==> config.mk <==
export PLATFORM = sky130hd
export DESIGN_NAME = regfile_2r1w_flat
export DESIGN_NICKNAME = d
export VERILOG_FILES = /design/src/rtl/regfile_2r1w_if.sv /design/src/rtl/regfile_2r1w.sv /design/src/flat_wrapper.sv
export SDC_FILE = /design/constraint.sdc
export NUM_CORES = 1
export LEC_CHECK = 0
export ABC_AREA = 1
export CELL_PAD_IN_SITES_DETAIL_PLACEMENT = 1
export CELL_PAD_IN_SITES_GLOBAL_PLACEMENT = 2
export CORE_UTILIZATION = 29
export CTS_CLUSTER_SIZE = 25
export DETAILED_ROUTE_END_ITERATION = 16
export MAX_ROUTING_LAYER = met4
export PLACE_DENSITY_LB_ADDON = 0.1
export SLEW_MARGIN = 20
export SYNTH_ARGS = -nofsm -noshare
export SYNTH_HDL_FRONTEND = slang
export SYNTH_SLANG_ARGS = --single-unit
==> constraint.sdc <==
create_clock -name CK -period 1.45 [get_ports CK]
set_input_delay 0.435 -clock CK [delete_from_list [all_inputs] [get_ports CK]]
set_output_delay 0.435 -clock CK [all_outputs]
set_load 0.02 [all_outputs]
==> src/rtl/regfile_2r1w_if.sv <==
// Bus bundle for the two-read/one-write register file: one write port and
// two independent read ports. The register file takes the slave view.
interface regfile_2r1w_if #(
  parameter int WIDTH = 8,
  parameter int AW    = 3
);
  logic             WrEn;
  logic [AW-1:0]    WrAddr;
  logic [WIDTH-1:0] WrData;
  logic             RdEn0;
  logic [AW-1:0]    RdAddr0;
  logic [WIDTH-1:0] RdData0;
  logic             RdEn1;
  logic [AW-1:0]    RdAddr1;
  logic [WIDTH-1:0] RdData1;

  modport master (
    output WrEn, WrAddr, WrData,
    output RdEn0, RdAddr0,
    output RdEn1, RdAddr1,
    input  RdData0, RdData1
  );

  modport slave (
    input  WrEn, WrAddr, WrData,
    input  RdEn0, RdAddr0,
    input  RdEn1, RdAddr1,
    output RdData0, RdData1
  );
endinterface

==> src/rtl/regfile_2r1w.sv <==
// General-purpose operand store: DEPTH words of WIDTH bits, one write port,
// two independent read ports with one cycle of registered read latency.
// Each word is a bank of enable flops (reset zero > write data > hold).
// Optional hard-wired zero word 0 and optional write-first bypass.
module regfile_2r1w #(
  parameter int WIDTH    = 8,
  parameter int DEPTH    = 8,
  parameter int AW       = 3,
  parameter int ZERO_REG = 0,
  parameter int BYPASS   = 1
) (
  input logic           CK,
  input logic           RstN,
  regfile_2r1w_if.slave bus
);

  // Addresses at or above DEPTH name no storage; AW may cover more than DEPTH.
  function automatic logic addr_valid(input logic [AW-1:0] addr);
    return (32'(addr) < DEPTH);
  endfunction

  logic [WIDTH-1:0] words [DEPTH];
  logic             wr_ok;
  logic [WIDTH-1:0] rd_next0;
  logic [WIDTH-1:0] rd_next1;
  logic [WIDTH-1:0] rd_data0_p1;
  logic [WIDTH-1:0] rd_data1_p1;

  // A write only takes effect on real, writable storage. The bypass keys off
  // this same qualifier so an ignored write is never forwarded to a reader.
  assign wr_ok = bus.WrEn && addr_valid(bus.WrAddr) &&
                 !((ZERO_REG != 0) && (bus.WrAddr == '0));

  for (genvar i = 0; i < DEPTH; i++) begin : g_word
    logic             wr_sel;
    logic [WIDTH-1:0] word_q;

    assign wr_sel = wr_ok && (bus.WrAddr == AW'(i));

    // Word storage: reset clears, write loads, otherwise recirculate.
    always_ff @(posedge CK) begin
      if (!RstN) begin
        word_q <= '0;
      end else if (wr_sel) begin
        word_q <= bus.WrData;
      end
    end

    assign words[i] = word_q;
  end

  // Read selection: out-of-range and the zero register read as 0; a read of
  // the word being written sees the new data when bypass is enabled.
  always_comb begin
    rd_next0 = '0;
    rd_next1 = '0;
    for (int i = 0; i < DEPTH; i++) begin
      if (bus.RdAddr0 == AW'(i)) rd_next0 = words[i];
      if (bus.RdAddr1 == AW'(i)) rd_next1 = words[i];
    end
    if ((ZERO_REG != 0) && (bus.RdAddr0 == '0)) begin
      rd_next0 = '0;
    end else if ((BYPASS != 0) && wr_ok && (bus.WrAddr == bus.RdAddr0)) begin
      rd_next0 = bus.WrData;
    end
    if ((ZERO_REG != 0) && (bus.RdAddr1 == '0)) begin
      rd_next1 = '0;
    end else if ((BYPASS != 0) && wr_ok && (bus.WrAddr == bus.RdAddr1)) begin
      rd_next1 = bus.WrData;
    end
  end

  // ---- stage p1: registered read data, held while the port is idle ----
  always_ff @(posedge CK) begin
    if (!RstN) begin
      rd_data0_p1 <= '0;
      rd_data1_p1 <= '0;
    end else begin
      if (bus.RdEn0) rd_data0_p1 <= rd_next0;
      if (bus.RdEn1) rd_data1_p1 <= rd_next1;
    end
  end

  assign bus.RdData0 = rd_data0_p1;
  assign bus.RdData1 = rd_data1_p1;

endmodule
==> src/flat_wrapper.sv <==
// flat-port wrapper written by rule: the top's interface ports become plain ports
module regfile_2r1w_flat 
#(
  parameter int WIDTH    = 8,
  parameter int DEPTH    = 8,
  parameter int AW       = 3,
  parameter int ZERO_REG = 0,
  parameter int BYPASS   = 1
)
  (CK, RstN, bus_WrEn, bus_WrAddr, bus_WrData, bus_RdEn0, bus_RdAddr0, bus_RdEn1, bus_RdAddr1, bus_RdData0, bus_RdData1);
  regfile_2r1w_if #(.WIDTH(WIDTH), .AW(AW)) bus_i ();
  input logic CK;
  input logic RstN;
  input wire logic [$bits(bus_i.WrEn)-1:0] bus_WrEn;
  input wire logic [$bits(bus_i.WrAddr)-1:0] bus_WrAddr;
  input wire logic [$bits(bus_i.WrData)-1:0] bus_WrData;
  input wire logic [$bits(bus_i.RdEn0)-1:0] bus_RdEn0;
  input wire logic [$bits(bus_i.RdAddr0)-1:0] bus_RdAddr0;
  input wire logic [$bits(bus_i.RdEn1)-1:0] bus_RdEn1;
  input wire logic [$bits(bus_i.RdAddr1)-1:0] bus_RdAddr1;
  output wire logic [$bits(bus_i.RdData0)-1:0] bus_RdData0;
  output wire logic [$bits(bus_i.RdData1)-1:0] bus_RdData1;
  assign bus_i.WrEn = bus_WrEn;
  assign bus_i.WrAddr = bus_WrAddr;
  assign bus_i.WrData = bus_WrData;
  assign bus_i.RdEn0 = bus_RdEn0;
  assign bus_i.RdAddr0 = bus_RdAddr0;
  assign bus_i.RdEn1 = bus_RdEn1;
  assign bus_i.RdAddr1 = bus_RdAddr1;
  assign bus_RdData0 = bus_i.RdData0;
  assign bus_RdData1 = bus_i.RdData1;
  regfile_2r1w #(.WIDTH(WIDTH), .DEPTH(DEPTH), .AW(AW), .ZERO_REG(ZERO_REG), .BYPASS(BYPASS)) u_core (.CK(CK), .RstN(RstN), .bus(bus_i));
endmodule
== Word-level counts from Yosys, hierarchy flattened ==
Index checks and enable logic that the tools add are counted.
Word-level totals
  register bits: 80
  output and inout bits: 16
Operators by class
  eq/ne operators: 23
  mux-type cells: 18
  reductions and logical operators: 13
Operators with widths (number)
  2-to-1 mux 8 bit: 18
  equality test 3 bit (second input constant): 12
  equality test 3 x 2 -> 1 bit (second input constant): 6
  logical AND 1 bit: 10
  equality test 3 x 1 -> 1 bit (second input constant): 3
  zero test 3 bit: 3
  equality test 3 bit: 2

== Longest topological paths before layout ==
Gate-level depths: netlist of the first run.
  word-level depth: 10
  depth in mapped cells: 9

== Worst setup path after synthesis of the first run ==
Ideal clock, no wire load.
  kind: input -> register
  start point: input port bus_RdAddr1[2]
  end point: register u_core.rd_data1_p1[1], in the netlist u_core.bus.RdData1[1]
  library setup time: 0.117 ns
  data arrival time: 1.276 ns
  data required time: 1.333 ns
  setup slack: 0.057 ns
  stages: 9
  cell sequence: buf_2 inv_4 buf_2 nand3_1 nor2_1 nor2_1 nand4_1 a21oi_1 nor2_1
On the way
  word-level cells in the longest chain between the ends: 10
RTL lines
  start: declaration: RTL line flat_wrapper.sv:20  | input wire logic [$bits(bus_i.RdAddr1)-1:0] bus_RdAddr1;
  zero test 3 bit: RTL line regfile_2r1w.sv:59  | if (bus.RdAddr1 == AW'(i)) rd_next1 = words[i];
  2-to-1 mux 8 bit (8 in series): RTL line regfile_2r1w.sv:59
  2-to-1 mux 8 bit *: RTL line regfile_2r1w.sv:68  | end else if ((BYPASS != 0) && wr_ok && (bus.WrAddr == bus.RdAddr1)) begin
  end signal: assignment: RTL line regfile_2r1w.sv:80  | if (bus.RdEn1) rd_data1_p1 <= rd_next1;
  end: declaration: RTL line regfile_2r1w.sv:27  | logic [WIDTH-1:0] rd_data1_p1;
Every way passes the cells marked *; elsewhere a longest branch is shown, timed or not.
A chain may end at the register's enable or synchronous reset.

== Worst setup path after layout of the first run ==
  start point: register u_core.rd_data1_p1[7], in the netlist u_core.bus.RdData1[7]
  end point: output port bus_RdData1[7]
RTL lines
  end: declaration: RTL line flat_wrapper.sv:22  | output wire logic [$bits(bus_i.RdData1)-1:0] bus_RdData1;
No word-level cell between the ends.

==> impl_metrics.tcl, run 1 <==
set metrics [dict create \
    synth-main-ff-cell "dfxtp_1" \
    dieWidth_um 123 \
    p_leak_nw 2.48 \
    fin_crit_ns 1.42 \
    cp_max_fo 2 \
    drt_iter0_markers 262 \
    synth-edff-count 0 \
    cpMaxStageDelayCell "dfxtp_1" \
    antenna_found_initial 0 \
    grt_first_pass_wirelength_mm 26.6 \
    status "finished clean" \
    gp_congestion 0.856 \
    rrSetupSlack_ns 0.27 \
    syn2layout_area_growth_pct 43.0 \
    yosys_warnings 0 \
    peakVddDrop_uv 631 \
    min_path_cells 3 \
    finalCritPeriodShare_pct 98.1 \
    cts_buffers 9 \
    vias 4833 \
    critical_path_buf_inv_count 1 \
    grt.overflow.total 0 \
    critical_path_arrival_ns 0.99 \
    max_stage_delay_ns 0.33 \
    die_area_um2 15200 \
    grt_max_degree 35 \
    rows 43 \
    syn_area_um2 4260 \
    detailedPlace.worstSlack_ns -0.766 \
    r2r_end "u_core.bus.RdData1[4]" \
    drtAntennaViolNets 0 \
    die_y_um 123 \
    crit_chain "clkdlybuf4s15_1" \
    r2r_start "u_core.g_word[3].word_q[4]" \
    setup_ws_ns 0.0279 \
    power_density_nw_per_um2 987 \
    clk_pin_slew_worst_paths_ns 0.06 \
    synth_top_area_share_pct 37.6 \
    seq_area_um2 1600 \
    place_hpwl_mm 12.6 \
    fin_skew_ns 0.00652 \
    cts_buffer_depth 2 \
    portBuffers 37 \
    end_kind "output port" \
    synthCells 634 \
    clock_sinks 80 \
    core-area_um2 14100 \
    drcViolationCount 0 \
    hold_viol 0 \
    grt.total_usage_pct 24.6 \
    hp-start "RstN" \
    synthesis.nets 656 \
    synth_cell_type_count 24 \
    fillers 1791 \
    clock-root-buffer "clkbuf_16" \
    path_delay_family "flip-flops" \
    tns_ns 0 \
    synth-seq-area-share_pct 37.6 \
    holdPathEnd "u_core.g_word[5].word_q[6]" \
    hp-class "in2reg" \
    fmax_ghz 0.703 \
    synthTopCellsByArea "dfxtp_1 (38%), nor2_1 (9.4%), nand4_1 (9.4%)" \
    cts_tree "yes" \
    vias_per_cell 5.22 \
    tightest_slew_ns 0.391 \
    maxCapViolations 0 \
    grt_pass1_vias 4839 \
    synth_top_area_cell "dfxtp_1" \
    initial_utilization_pct 30.2 \
    clock_latency_ns 0.35 \
    final_nets 763 \
    worstPathRequired_ns 1.02 \
    rsz0062_at_grt "false" \
    htree_levels 3 \
    wl_per_cell_um 18.7 \
    setup_viol 0 \
    multi_input_area_um2 2430 \
    syn_avg_cell_area_um2 6.72 \
    r2r_cells 6 \
    critical_path_class "reg2out" \
    utilization_pct 43.2 \
    drv_slew 0 \
    synth-seq-cells 80 \
    synth-async-reset-ratio_pct 0 \
    drive_gt1_share_pct 26.8 \
    antenna_cells 0 \
    maxSlewHeadroom_pct 73.9 \
    ioPinCount 38 \
    drtPass1Iterations 4 \
    drt-total-wl_mm 17.3 \
    crit_path_start_kind "flip-flop" \
]
==> cells in the final DEF, fill, tap and decap left out, types with 18 or more instances in the layout <==
master and count:
nor2_1 95, dfxtp_1 80, nand2_1 74, a21oi_1 67, o21ai_0 64, nand4_1 64
buf_4 54, inv_1 49, nand3_1 18, buf_6 18
==> cell usage after synthesis (6+ instances only) <==
| cell | count |
|---|---|
| nand3_1 | 20 |
| nor2_1 | 107 |
| clkbuf_1 | 10 |
| buf_2 | 12 |
| nor3_1 | 6 |
| nand4_1 | 64 |
| dfxtp_1 | 80 |
| inv_2 | 6 |
| inv_1 | 53 |
| o21ai_1 | 17 |
| nor2_4 | 8 |
| o21ai_0 | 68 |
| nand2_1 | 81 |
| buf_4 | 6 |
| a21oi_1 | 76 |
==> sequential cells by signal, summed over array words and instances (netlist names) <==
register and cells:
u_core.bus.RdData0 8, u_core.bus.RdData1 8, u_core.g_word.word_q 64
==> power breakdown <==
group	internal, mW	switching (mW)	total (mW)
registers	2.28	0.0625	2.34
clock network	1.68	0.963	2.64
logic	0.431	0.597	1.03
total	4.39	1.62	6.01
==> what timing repair did <==
item / in CTS / in global routing
hold buffers: 0 / 0
setup buffers: 10 / 6
hold endpoints to repair: 0 / 0
setup endpoints to repair: 96 / 56
gates cloned: 3 / 1
resized for setup: 103 / 60
pin swaps: 24 / 22
==> cell type report <==
cell class | count | area share [%]
clock buffers | 10 | 3.76
clock inverters | 5 | 1.75
inverters | 65 | 4.33
multi-input cells | 458 | 39.9
flip-flops and latches | 80 | 26.3
well taps | 180 | 3.70
repair buffers | 126 | 20.1
repair inverters | 1 | 0.144
==> cells by family (layout without fill, tap and decap cells) <==
logic type	after synthesis	count (layout)	synth area share, %
AO/OA/AOI/OAI	164	164	19.7
buffers and inverters	98	207	9.81
flip-flops	80	80	37.6
AND/OR/NAND/NOR	292	294	32.9
==> worst max-delay path by stage <==
stage	start	end	slack [ns]	depth (start not counted)
global route	u_core.bus.RdData1[7]	bus_RdData1[7]	0.002	1
finish	u_core.bus.RdData1[7]	bus_RdData1[7]	0.03	1
CTS	bus_RdAddr0[0]	u_core.bus.RdData0[2]	0.002	10
detailed placement	bus_WrAddr[0]	u_core.g_word[5].word_q[2]	-0.77	10
global placement	bus_WrAddr[0]	u_core.g_word[1].word_q[4]	-0.76	10
floorplan	bus_RdAddr1[2]	u_core.bus.RdData1[1]	0.06	9
==> metrics by stage <==
step / area, um2 / cells / power, mW / hold WS, ns
2_1_floorplan: 4260 / 634 / 2.82 / 0.450
3_3_place_gp: 5370 / 891 / 3.26 / 0.456
3_5_place_dp: 5370 / 891 / 3.27 / 0.459
4_1_cts: 6000 / 918 / 6.04 / 0.413
5_1_grt: 6090 / 925 / 6.26 / 0.434
6_report: 6090 / 925 / 6.01 / 0.416
==> metal layers <==
layer / part of all wire, % / GRT usage [%] / up-vias / wire (um)
met2: 48 / 38.8 / 81 / 8240
li1: - / - / 2376 / -
met1: 47 / 32.0 / 2357 / 8190
met5: 0 / - / - / 0
met4: 1.5 / 7.53 / 0 / 263
met3: 3.7 / 4.34 / 19 / 639
Note: power is estimated with default switching activity, not from simulation.
==> run 2, diff against run 1 <==
--- a/config.mk
+++ b/config.mk
@@ -11,6 +11,7 @@
 export CORE_UTILIZATION = 29
 export CTS_CLUSTER_SIZE = 25
 export DETAILED_ROUTE_END_ITERATION = 16
+export HOLD_SLACK_MARGIN = 0.15
 export MAX_ROUTING_LAYER = met4
 export PLACE_DENSITY_LB_ADDON = 0.1
 export SLEW_MARGIN = 20
==> results of run 2 <==
Same layout as run 1: the final DEF is identical, and so are final timing and power.
==> run 3, diff against run 2 <==
--- a/config.mk
+++ b/config.mk
@@ -18,3 +18,4 @@
 export SYNTH_ARGS = -nofsm -noshare
 export SYNTH_HDL_FRONTEND = slang
 export SYNTH_SLANG_ARGS = --single-unit
+export TNS_END_PERCENT = 5
==> impl_metrics.tcl, run 3 (synthesized netlist as in run 1, its figures left out) <==
set metrics [dict create \
    status "finished clean" \
    die_area_um2 15200 \
    clock-root-buffer "clkbuf_16" \
    max_stage_delay_ns 0.33 \
    r2r_start "u_core.g_word[0].word_q[3]" \
    hp-class "in2reg" \
    hp-start "RstN" \
    p_leak_nw 2.45 \
    path_delay_family "flip-flops" \
    wl_per_cell_um 18.2 \
    startpoint "u_core.bus.RdData1[7]" \
    portBuffers 37 \
    drt-total-wl_mm 16.8 \
    cts_buffer_depth 2 \
    final_nets 762 \
    maxSlewHeadroom_pct 74.2 \
    critical_path_arrival_ns 0.99 \
    gp_congestion 0.856 \
    cpMaxStageDelayCell "dfxtp_1" \
    grt_first_pass_wirelength_mm 26.2 \
    critical_path_class "reg2out" \
    grt.overflow.total 0 \
    busiest_layer "met2" \
    design_area_um2 5960 \
    layout_common_cells "nor2_1 (99), dfxtp_1 (80), nand2_1 (74), a21oi_1 (71), o21ai_0 (65)" \
    htree_levels 3 \
    detailedPlace.worstSlack_ns -0.766 \
    ioPinCount 38 \
    grtUsageMet2_pct 38.2 \
    hold_viol 0 \
    tns_ns 0 \
    crit_chain "clkdlybuf4s15_1" \
    fillers 1795 \
    final_common_cell "nor2_1" \
    utilization_pct 42.3 \
    cts_buffers 9 \
    drv_slew 0 \
    power_mw 5.96 \
    setup_ws_ns 0.0276 \
    regMostFlops "u_core.g_word.word_q" \
    fmax_ghz 0.703 \
    finalCritPeriodShare_pct 98.1 \
    initial_utilization_pct 30.2 \
    grt.total_usage_pct 24.1 \
    core-area_um2 14100 \
    placed_cell_area_um2 5370 \
    drive_gt1_share_pct 24.9 \
    maxCapViolations 0 \
    antenna_cells 0 \
    place_inst 891 \
    antenna_found_initial 0 \
    peakVddDrop_uv 635 \
    place_hpwl_mm 12.6 \
    end_kind "output port" \
    vias 4752 \
    dieWidth_um 123 \
    stdcell_count 924 \
    rows 43 \
    cts_tree "yes" \
    use_met1_pct 31.8 \
    drtPass1Iterations 4 \
    critical_path_buf_inv_count 1 \
    clock_sinks 80 \
    vias_per_cell 5.14 \
    met3_usage_pct 3.78 \
    cp_max_fo 2 \
    clk_pin_slew_worst_paths_ns 0.06 \
    tightest_slew_ns 0.387 \
    die_y_um 123 \
    drcViolationCount 0 \
    drt_iter0_markers 243 \
    hold_ws_ns 0.415 \
    setup_viol 0 \
    clock_latency_ns 0.35 \
    worstPathRequired_ns 1.02 \
    power_density_nw_per_um2 1000 \
    syn2layout_area_growth_pct 39.9 \
    drtAntennaViolNets 0 \
    grt_max_degree 35 \
    fin_crit_ns 1.42 \
    grt_pass1_vias 4789 \
    fin_skew_ns 0.00664 \
    crit_path_start_kind "flip-flop" \
    largest_reg_flops 64 \
]
==> run 3: changes by cell type in the layout (fill, tap and decap cells not counted), moves of 4 or more <==
cell / delta
a21oi_2: -4
nor2_1: +4
buf_6: -7
buf_4: +10
a21oi_1: +4
==> run 3: repair_timing <==
item / in CTS / in global routing
gates cloned: 2 / 0
setup endpoints to repair: 96 / 68
buffers inserted: 5 / 11
endpoints found under the hold margin: 0 / 0
gates resized for setup: 77 / 53
hold buffers: 0 / 0
pin swaps: 11 / 15
==> run 3: routing by layer <==
metal	share of wire, %	up-vias
li1	-	2369
met1	48	2291
met2	47	76
met3	4.1	16
met4	1.2	0
met5	0	-
==> run 3: cell type report <==
class,count,area [um2],area share (%)
multi-input cells,458,2370,39.8
clock inverters,5,106,1.78
inverters,65,262,4.39
well taps,180,225,3.78
flip-flops and latches,80,1600,26.9
repair buffers,126,1160,19.5
clock buffers,10,229,3.84
==> run 3: path summary, 6_finish.rpt <==
| kind | end | slack [ns] | cells past startpoint |
|---|---|---|---|
| worst min-delay path | u_core.g_word[5].word_q[6] | 0.42 | 3 |
| worst max register to register | u_core.bus.RdData0[3] | 0.30 | 6 |
| worst max-delay path | bus_RdData1[7] | 0.03 | 1 |
| worst min register to register | u_core.bus.RdData1[6] | 0.47 | 2 |
==> run 3: where the power goes <==
group,switching [mW],internal (mW)
Sequential,0.0621,2.28
Combinational,0.568,0.408
Clock,0.963,1.68
